`src/rtl/hazard_pkg.sv`:
```
// hazard_pkg: shared defaults, busy-FSM state type and register-zero constant for hazard_ctrl.
`default_nettype none
package hazard_pkg;
  localparam int TW_DEF       = 2;
  localparam int MULT_CYC_DEF = 5;
  localparam int DIV_CYC_DEF  = 10;
  localparam int CW_DEF       = 4;

  localparam logic [4:0] REG_ZERO = 5'd0;

  typedef enum logic {
    IDLE = 1'b0,
    BUSY = 1'b1
  } md_state_t;
endpackage
`default_nettype wire

```
`src/rtl/hazard_ctrl_md_busy_tracker.sv`:
```
// md_busy_tracker: counts down the mult/div occupancy after an issue from E.
`default_nettype none
module md_busy_tracker
  import hazard_pkg::*;
#(
  parameter int MULT_CYC = MULT_CYC_DEF,
  parameter int DIV_CYC  = DIV_CYC_DEF,
  parameter int CW       = CW_DEF
) (
  input  logic clk,
  input  logic reset,
  input  logic start,
  input  logic is_div,
  output logic busy
);

  md_state_t       state;
  logic [CW-1:0]   cnt;

  always_ff @(posedge clk or negedge reset) begin
    if (!reset) begin
      state <= IDLE;
      cnt   <= '0;
    end else begin
      case (state)
        IDLE: begin
          if (start) begin
            cnt   <= is_div ? CW'(DIV_CYC) : CW'(MULT_CYC);
            state <= BUSY;
          end
        end
        BUSY: begin
          // A start seen here is a protocol violation and is deliberately ignored.
          if (cnt == CW'(1)) begin
            cnt   <= '0;
            state <= IDLE;
          end else begin
            cnt <= cnt - CW'(1);
          end
        end
        default: begin
          state <= IDLE;
          cnt   <= '0;
        end
      endcase
    end
  end

  assign busy = (state == BUSY);

`ifndef SYNTHESIS
  a_no_restart_while_busy: assert property (
    @(posedge clk) disable iff (!reset) !(start && state == BUSY)
  ) else $error("md_busy_tracker: md_start_E asserted while unit busy");
`endif

endmodule
`default_nettype wire

```
`src/rtl/hazard_ctrl.sv`:
```
// hazard_ctrl: operand and mult/div hazard detection producing stall/flush controls.
// Optional HAZARD_PERF_EN adds saturating stall_cnt / md_stall_cnt outputs.
`default_nettype none
module hazard_ctrl
  import hazard_pkg::*;
#(
  parameter int TW       = TW_DEF,
  parameter int MULT_CYC = MULT_CYC_DEF,
  parameter int DIV_CYC  = DIV_CYC_DEF,
  parameter int CW       = CW_DEF
) (
  input  logic          clk,
  input  logic          reset,
  input  logic [4:0]    a1_D,
  input  logic [4:0]    a2_D,
  input  logic [TW-1:0] tuse_rs_D,
  input  logic [TW-1:0] tuse_rt_D,
  input  logic [4:0]    a3_E,
  input  logic [4:0]    a3_M,
  input  logic [TW-1:0] tnew_E,
  input  logic [TW-1:0] tnew_M,
  input  logic          we_E,
  input  logic          we_M,
  input  logic          md_start_E,
  input  logic          md_is_div_E,
  input  logic          md_use_D,
  output logic          en_F,
  output logic          en_D,
  output logic          flush_E,
  output logic          md_busy
`ifdef HAZARD_PERF_EN
  ,
  output logic [31:0]   stall_cnt,
  output logic [31:0]   md_stall_cnt
`endif
);

  logic hz_op;
  logic hz_md;
  logic stall;

  // W is never checked: its result is already in the register file (Tnew = 0).
  function automatic logic src_hz(input logic [4:0] a_src, input logic [TW-1:0] tuse,
                                  input logic [4:0] a3, input logic [TW-1:0] tnew,
                                  input logic we);
    return we && (a3 == a_src) && (a_src != REG_ZERO) && (tuse < tnew);
  endfunction

  always_comb begin
    hz_op = src_hz(a1_D, tuse_rs_D, a3_E, tnew_E, we_E) |
            src_hz(a1_D, tuse_rs_D, a3_M, tnew_M, we_M) |
            src_hz(a2_D, tuse_rt_D, a3_E, tnew_E, we_E) |
            src_hz(a2_D, tuse_rt_D, a3_M, tnew_M, we_M);
    hz_md = md_use_D && (md_start_E || md_busy);
    stall = hz_op | hz_md;
  end

  assign en_F    = !stall;
  assign en_D    = !stall;
  assign flush_E = stall;

  md_busy_tracker #(
    .MULT_CYC (MULT_CYC),
    .DIV_CYC  (DIV_CYC),
    .CW       (CW)
  ) u_busy (
    .clk    (clk),
    .reset  (reset),
    .start  (md_start_E),
    .is_div (md_is_div_E),
    .busy   (md_busy)
  );

`ifdef HAZARD_PERF_EN
  logic [31:0] stall_cnt_q;
  logic [31:0] md_stall_cnt_q;

  always_ff @(posedge clk or negedge reset) begin
    if (!reset) begin
      stall_cnt_q    <= '0;
      md_stall_cnt_q <= '0;
    end else begin
      if (stall && (stall_cnt_q != 32'hFFFF_FFFF))
        stall_cnt_q <= stall_cnt_q + 32'd1;
      if (hz_md && !hz_op && (md_stall_cnt_q != 32'hFFFF_FFFF))
        md_stall_cnt_q <= md_stall_cnt_q + 32'd1;
    end
  end

  assign stall_cnt    = stall_cnt_q;
  assign md_stall_cnt = md_stall_cnt_q;
`endif

endmodule
`default_nettype wire

```
`config.mk`:
```
export PLATFORM = sky130hd
export DESIGN_NAME = hazard_ctrl
export DESIGN_NICKNAME = d
export VERILOG_FILES = /design/src/rtl/hazard_pkg.sv /design/src/rtl/hazard_ctrl_md_busy_tracker.sv /design/src/rtl/hazard_ctrl.sv
export SDC_FILE = /design/constraint.sdc
export NUM_CORES = 1
export LEC_CHECK = 0
export CELL_PAD_IN_SITES_DETAIL_PLACEMENT = 1
export CELL_PAD_IN_SITES_GLOBAL_PLACEMENT = 1
export CORE_MARGIN = 2
export CORE_UTILIZATION = 40
export CTS_BUF_LIST = sky130_fd_sc_hd__clkbuf_8
export CTS_CLUSTER_DIAMETER = 50
export DETAILED_ROUTE_END_ITERATION = 7
export DONT_BUFFER_PORTS = 1
export GPL_ROUTABILITY_DRIVEN = 0
export HOLD_SLACK_MARGIN = 0.12
export PLACE_DENSITY = 0.75
export REMOVE_ABC_BUFFERS = 1
export SLEW_MARGIN = 20
export SYNTH_ARGS = -nofsm -noshare
export SYNTH_HDL_FRONTEND = slang
export SYNTH_HIERARCHICAL = 1
export SYNTH_SLANG_ARGS = --single-unit
```
`constraint.sdc`:
```
create_clock -name clk -period 3.2 [get_ports clk]
set_clock_uncertainty 0.2 [all_clocks]
set_input_delay 0.16 -clock clk [delete_from_list [all_inputs] [get_ports clk]]
set_output_delay 0.16 -clock clk [all_outputs]
set_load 0.03 [all_outputs]
```
==> flow_metrics.env, run 1 <==
export IMPL_run_status="complete, no violations"
export IMPL_cts_sink_count=5
export IMPL_power_leakage_nw=0.351
export IMPL_cts_tree="done"
export IMPL_netlist_area_sq_um=692
export IMPL_cts_htree_levels=1
export IMPL_multi_input_comb_area_sq_um=529
export IMPL_first_pass_iteration_count_of_the_detailed_router=4
export IMPL_fin_util_pct=47.9
export IMPL_post_cts_setup_buffer_count=0
export IMPL_slew_limit_headroom_pct=60.9
export IMPL_routed_length_per_placed_instance_um=16.3
export IMPL_fp_row_count=15
export IMPL_grt_setup_unrepaired="no"
export IMPL_worstSetupStartpointType="register"
export IMPL_top_level_ports=39
export IMPL_library_cells_used_by_synthesis=28
export IMPL_drtIter0Drc=3
export IMPL_synth_yosys_warnings=6
export IMPL_global_route_wire_length_before_repair_um=2770
export IMPL_areaGrowthSynthToFinish_pct=15.7
export IMPL_stdcell_area_sq_um=801
export IMPL_residual_drc_count=0
export IMPL_total_number_of_vias=635
export IMPL_setup_slack_ps=1200
export IMPL_grt_overall_usage_pct=18.9
export IMPL_grt_overflow=0
export IMPL_postCtsResizedCells=0
export IMPL_final_instance_count_excl_fill=108
export IMPL_vias_per_cell=5.88
export IMPL_first_global_vias=699
export IMPL_antenna_diodes=0
export IMPL_dpl_worst_slack_ps=1310
export IMPL_achievable_frequency_ghz=0.499
export IMPL_detailed_place_area_sq_um=706
export IMPL_crit_path_end_kind="output port"
export IMPL_finalSetupTns_ps=0
export IMPL_detail_route_antenna_nets=0
export IMPL_synth_seq_cells=5
export IMPL_synth_sequential_area_ratio_pct=18.1
export IMPL_critPathArrivalTime_ps=1640
export IMPL_drv_max_cap_violation_count=0
export IMPL_timing_critical_path_buf_inv=0
export IMPL_post_cts_clock_slew_at_the_launch_and_capture_registers_of_the_worst_setup_and_hold_paths_ps=30
export IMPL_critical_path_top_delay_family="simple AND/OR/NAND/NOR gates"
export IMPL_layout_drive_gt1_share_pct=6.59
export IMPL_clockBufferDepth=2
export IMPL_hold_violations=0
export IMPL_setup_violations=0
export IMPL_max_vdd_ir_drop_mv=0.248
export IMPL_worstPathCellList="o21ai_0 -> and3_1"
export IMPL_timing_max_transition_violations_final=0
export IMPL_timing_critical_path_slowest_cell_delay_ps=570
export IMPL_port_buffers=0
export IMPL_grt_start_max_net_pins=10
export IMPL_timing_critical_path_fanout_max=9
export IMPL_holdCritPathClass="reg -> reg"
export IMPL_seqCellArea_sq_um=125
export IMPL_cp_slowest_cell="and3_1"
export IMPL_number_of_cts_inserted_buffers=3
export IMPL_min_period_over_period_pct=62.6
export IMPL_cellPowerDensity_nw_per_um2=582
export IMPL_fp_dieW_um=45.6
export IMPL_fillerInstances=199
export IMPL_cts_root_buffer="clkbuf_8"
export IMPL_gate_count_of_the_mapped_netlist=83
export IMPL_antenna_violations_before_repair=0
export IMPL_min_period_ps=2000
export IMPL_post_dp_hpwl_um=1540
export IMPL_design_core_area_sq_um=1670
export IMPL_crit_type="reg -> out"
export IMPL_number_of_nets_in_the_layout=133
export IMPL_wl_um=1760
export IMPL_numPlacedInstances=99
export IMPL_crit_required_ps=2840
export IMPL_die_area_sq_um=2080
export IMPL_starting_density_pct=41.4
export IMPL_syn_avg_cell_area_sq_um=8.34
export IMPL_worst_pin_slew_ps=589
export IMPL_die_height_um=45.6
export IMPL_ctsHoldBuffers=5
export IMPL_clock_latency_of_the_later_clocked_register_in_the_worst_skew_pair_ps=220
[power by group]
part	internal [mW]	total [mW]	leakage (nW)	switching (mW)
clock	0.0821	0.112	0.0269	0.0300
combinational	0.104	0.206	0.266	0.102
sequential	0.0959	0.148	0.0579	0.0524
[cells in the final DEF, fill, tap and decap left out, drive strengths merged, types with 3 or more instances in the layout]
cell type    count
clkbuf           3
dfrtp            5
xnor2            8
inv              9
nand2            3
ha               6
nand4            4
xor2            12
nor4             4
o21ai            8
dlygate4sd3      5
[registers in the layout, summed over array words and instances, names as in the netlist]
signal and flops:
u_busy/cnt 4, u_busy/busy 1
[per-layer routing]
metal | track usage, % | wire length (um) | up-vias
met2 | 38.6 | 1020 | 25
met4 | 7.06 | 46 | 0
met5 | 0 | 0 | -
met3 | 5.56 | 112 | 6
li1 | - | - | 308
met1 | 16.5 | 582 | 296
[Yosys cell counts]
cell type	n	area [sq um]
a21oi_1	2	10.0
and2b_2	1	8.76
and3_1	1	6.26
buf_4	1	7.51
dfrtp_1	5	125
ha_1	6	75.1
inv_1	8	30.0
mux2i_1	1	10.0
nand2_1	3	11.3
nand2b_1	2	12.5
nand3_1	2	10.0
nand4_1	4	25.0
nor2_1	2	7.51
nor2b_1	2	12.5
nor3_1	1	5.00
nor4_1	2	12.5
nor4_2	2	25.0
o211a_1	1	10.0
o211ai_1	1	7.51
o21ai_0	7	35.0
o21ai_1	1	5.00
o221ai_1	1	8.76
o2bb2ai_1	2	17.5
o31a_1	1	8.76
or2b_1	2	15.0
or4_1	2	15.0
xnor2_1	8	70.1
xor2_1	12	105
[cells by family after synthesis]
family / synth area share, %
and+or+nand+nor: 24.0
xor gates and xnor gates: 25.3
AOI/OAI and AO/OA: 14.8
buffers and inverters: 5.43
adders and majority gates: 10.8
DFF: 18.1
muxes: 1.45
[stage by stage]
| stage | hold WS, ps | total power [mW] |
|---|---|---|
| 6_report | 368 | 0.466 |
| 5_1_grt | 425 | 0.510 |
| 3_3_place_gp | -335 | 0.334 |
| 2_1_floorplan | -336 | 0.294 |
| 3_5_place_dp | -335 | 0.340 |
| 4_1_cts | 378 | 0.476 |
[area by class of cell]
type	count	share of cell area (%)
Clock inverter	1	0.469
Multi-Input combinational cell	69	66.1
Tap cell	17	2.66
Sequential cell	5	15.6
Inverter	8	3.75
Timing Repair Buffer	5	6.25
Clock buffer	3	5.16
[worst paths after layout]
check | depth (start not counted) | slack, ps | endpoint | startpoint
hold / removal | 1 | 370 | u_busy/cnt[0] | u_busy/cnt[0]
min in group asynchronous | 2 | 570 | u_busy/busy | reset
hold reg to reg | 1 | 370 | u_busy/cnt[0] | u_busy/cnt[0]
max in group asynchronous | 2 | 2040 | u_busy/cnt[0] | reset
setup reg to reg | 4 | 1250 | u_busy/cnt[3] | u_busy/busy
setup / recovery | 2 | 1200 | en_D | u_busy/busy
(Power assumes the default switching activity.)
==> inputs of run 2 (changes only) <==
--- a/config.mk
+++ b/config.mk
@@ -15,7 +15,7 @@
 export DONT_BUFFER_PORTS = 1
 export GPL_ROUTABILITY_DRIVEN = 0
 export HOLD_SLACK_MARGIN = 0.12
-export PLACE_DENSITY = 0.75
+export PLACE_DENSITY = 0.78
 export REMOVE_ABC_BUFFERS = 1
 export SLEW_MARGIN = 20
 export SYNTH_ARGS = -nofsm -noshare
==> constraint.sdc (replaced) <==
create_clock -name clk -period 1.8 [get_ports clk]
set_clock_uncertainty 0.2 [all_clocks]
set_input_delay 0.09 -clock clk [delete_from_list [all_inputs] [get_ports clk]]
set_output_delay 0.09 -clock clk [all_outputs]
set_load 0.03 [all_outputs]
==> flow_metrics.env, run 2 (same netlist as run 1, synthesis figures left out) <==
export IMPL_run_status="complete, no violations"
export IMPL_vias_per_cell=5.75
export IMPL_fillerInstances=196
export IMPL_number_of_cts_inserted_buffers=3
export IMPL_cts_htree_levels=1
export IMPL_grt_overall_usage_pct=19.8
export IMPL_seqCellArea_sq_um=125
export IMPL_fin_util_pct=49.4
export IMPL_crit_path_end_kind="output port"
export IMPL_number_of_nets_in_the_layout=135
export IMPL_stdcell_area_sq_um=826
export IMPL_worst_pin_slew_ps=331
export IMPL_critPathArrivalTime_ps=1380
export IMPL_grt_overflow=0
export IMPL_grt_start_max_net_pins=9
export IMPL_post_dp_hpwl_um=1670
export IMPL_routed_wl_met3_um=109
export IMPL_residual_drc_count=0
export IMPL_reg2regPathDepth=5
export IMPL_timing_rr_end="u_busy/cnt[2]"
export IMPL_drtIter0Drc=2
export IMPL_areaGrowthSynthToFinish_pct=19.3
export IMPL_port_buffers=0
export IMPL_detailed_place_area_sq_um=741
export IMPL_timing_max_transition_violations_final=0
export IMPL_timing_critical_path_slowest_cell_delay_ps=240
export IMPL_worstPathCellList="inv_1 -> ha_1 -> or2b_1 -> nor4_2 -> nand4_1 -> o2bb2ai_1 -> and3_1 -> buf_12"
export IMPL_layout_common_cells="xor2_1, inv_1, xnor2_1"
export IMPL_min_from="a1_D[2]"
export IMPL_wl_met1_um=667
export IMPL_layout_drive_gt1_share_pct=9.68
export IMPL_crit_type="in -> out"
export IMPL_topRoutingLayerUsed="met4"
export IMPL_slew_limit_headroom_pct=77.9
export IMPL_power_switching_fraction_pct=40.0
export IMPL_first_pass_iteration_count_of_the_detailed_router=2
export IMPL_total_number_of_vias=632
export IMPL_hold_violations=0
export IMPL_setup_violations=0
export IMPL_post_cts_setup_buffer_count=0
export IMPL_die_area_sq_um=2080
export IMPL_cts_tree="done"
export IMPL_top_level_ports=39
export IMPL_finalSetupTns_ps=0
export IMPL_hold_end="flush_E"
export IMPL_die_height_um=45.6
export IMPL_wl_um=1850
export IMPL_routed_length_per_placed_instance_um=16.8
export IMPL_layout_cells_most_common="xor2_1"
export IMPL_power_leakage_nw=0.364
export IMPL_fp_row_count=15
export IMPL_pwr_share_clk_pct=22.6
export IMPL_fp_dieW_um=45.6
export IMPL_reg2reg_setup_slack_ps=440
export IMPL_clockBufferDepth=2
export IMPL_seq_power_share_pct=26.0
export IMPL_setup_slack_ps=129
export IMPL_grt_setup_unrepaired="no"
export IMPL_starting_density_pct=41.4
export IMPL_switching_power_mw=0.348
export IMPL_antenna_violations_before_repair=0
export IMPL_registers_top_by_ff_count="u_busy/cnt"
export IMPL_dpl_worst_slack_ps=93.2
export IMPL_holdCritPathClass="in -> out"
export IMPL_drv_max_cap_violation_count=0
export IMPL_wl_met2_um=1050
export IMPL_critical_path_reg2reg_startpoint="u_busy/cnt[1]"
export IMPL_min_period_ps=1670
export IMPL_cts_root_buffer="clkbuf_8"
export IMPL_power_combinational_fraction_pct=51.4
export IMPL_min_period_over_period_pct=92.8
export IMPL_cellPowerDensity_nw_per_um2=1060
export IMPL_number_of_flip_flops_in_the_largest_register=4
export IMPL_antenna_diodes=0
export IMPL_cp_slowest_cell="or2b_1"
export IMPL_crit_required_ps=1510
export IMPL_worstSetupStartpointType="input pin"
export IMPL_design_core_area_sq_um=1670
export IMPL_multi_input_comb_area_sq_um=529
export IMPL_first_global_vias=695
export IMPL_internal_power_mw=0.523
export IMPL_global_route_wire_length_before_repair_um=2900
export IMPL_achievable_frequency_ghz=0.598
export IMPL_clock_latency_of_the_later_clocked_register_in_the_worst_skew_pair_ps=220
export IMPL_max_vdd_ir_drop_mv=0.339
export IMPL_timing_critical_path_fanout_max=2
export IMPL_cts_sink_count=5
export IMPL_detail_route_antenna_nets=0
export IMPL_min_path_cells=2
run 2: changes by cell type in the layout (fill, tap and decap cells not counted), sizes merged:
| cell | delta |
|---|---|
| dlygate4sd3 | -1 |
| buf | +3 |
run 2: area by class of cell:
type | instances | area share, %
Clock buffer | 3 | 5.00
Clock inverter | 1 | 0.455
Inverter | 8 | 3.64
Multi-Input combinational cell | 69 | 64.1
Sequential cell | 5 | 15.2
Tap cell | 17 | 2.58
Timing Repair Buffer | 7 | 9.09
run 2: how the worst max path moves through the flow:
stage	startpoint	to	slack [ps]	cells past startpoint
final	tnew_M[1]	en_F	130	8
after global routing	tnew_M[1]	en_F	10	8
after CTS	tnew_E[1]	en_F	90	8
after detailed placement	tnew_E[1]	en_F	90	8
after global placement	tnew_E[1]	en_F	110	8
after floorplan	u_busy/busy	en_D	190	2
run 2: repair_timing:
item,4_1_cts,5_1_grt
hold buffers,4,0
setup endpoints to repair,0,2
hold endpoints to repair,10,0
resized for setup,0,0
run 2: power by group through the flow:
stage	Sequential, mW	Combinational (mW)	Clock (mW)
global route	0.231	0.494	0.214
CTS	0.226	0.446	0.202
finish	0.226	0.448	0.197
floorplan	0.241	0.282	0
detailed placement	0.228	0.434	0
global placement	0.224	0.415	0
run 2: stage by stage:
stage / total power, mW / hold WS [ps] / cells
after floorplan: 0.523 / -406 / 82
after global placement: 0.639 / -406 / 102
after detailed placement: 0.662 / -406 / 102
after CTS: 0.874 / 311 / 110
after global routing: 0.939 / 332 / 110
final: 0.872 / 305 / 110
run 2: layer usage:
layer  track usage (%)  up-vias
met3              5.16        2
met4              5.29        0
li1                  -      313
met2              38.6       25
met5                 0        -
met1              20.1      292
run 2: critical path: cells and delay by family:
kind	cells	cell delay [ps]
AO/OA/AOI/OAI	1	160
buffers and inverters	2	200
AND/OR/NAND/NOR	4	780
adder cells (fa/ha/maj)	1	170
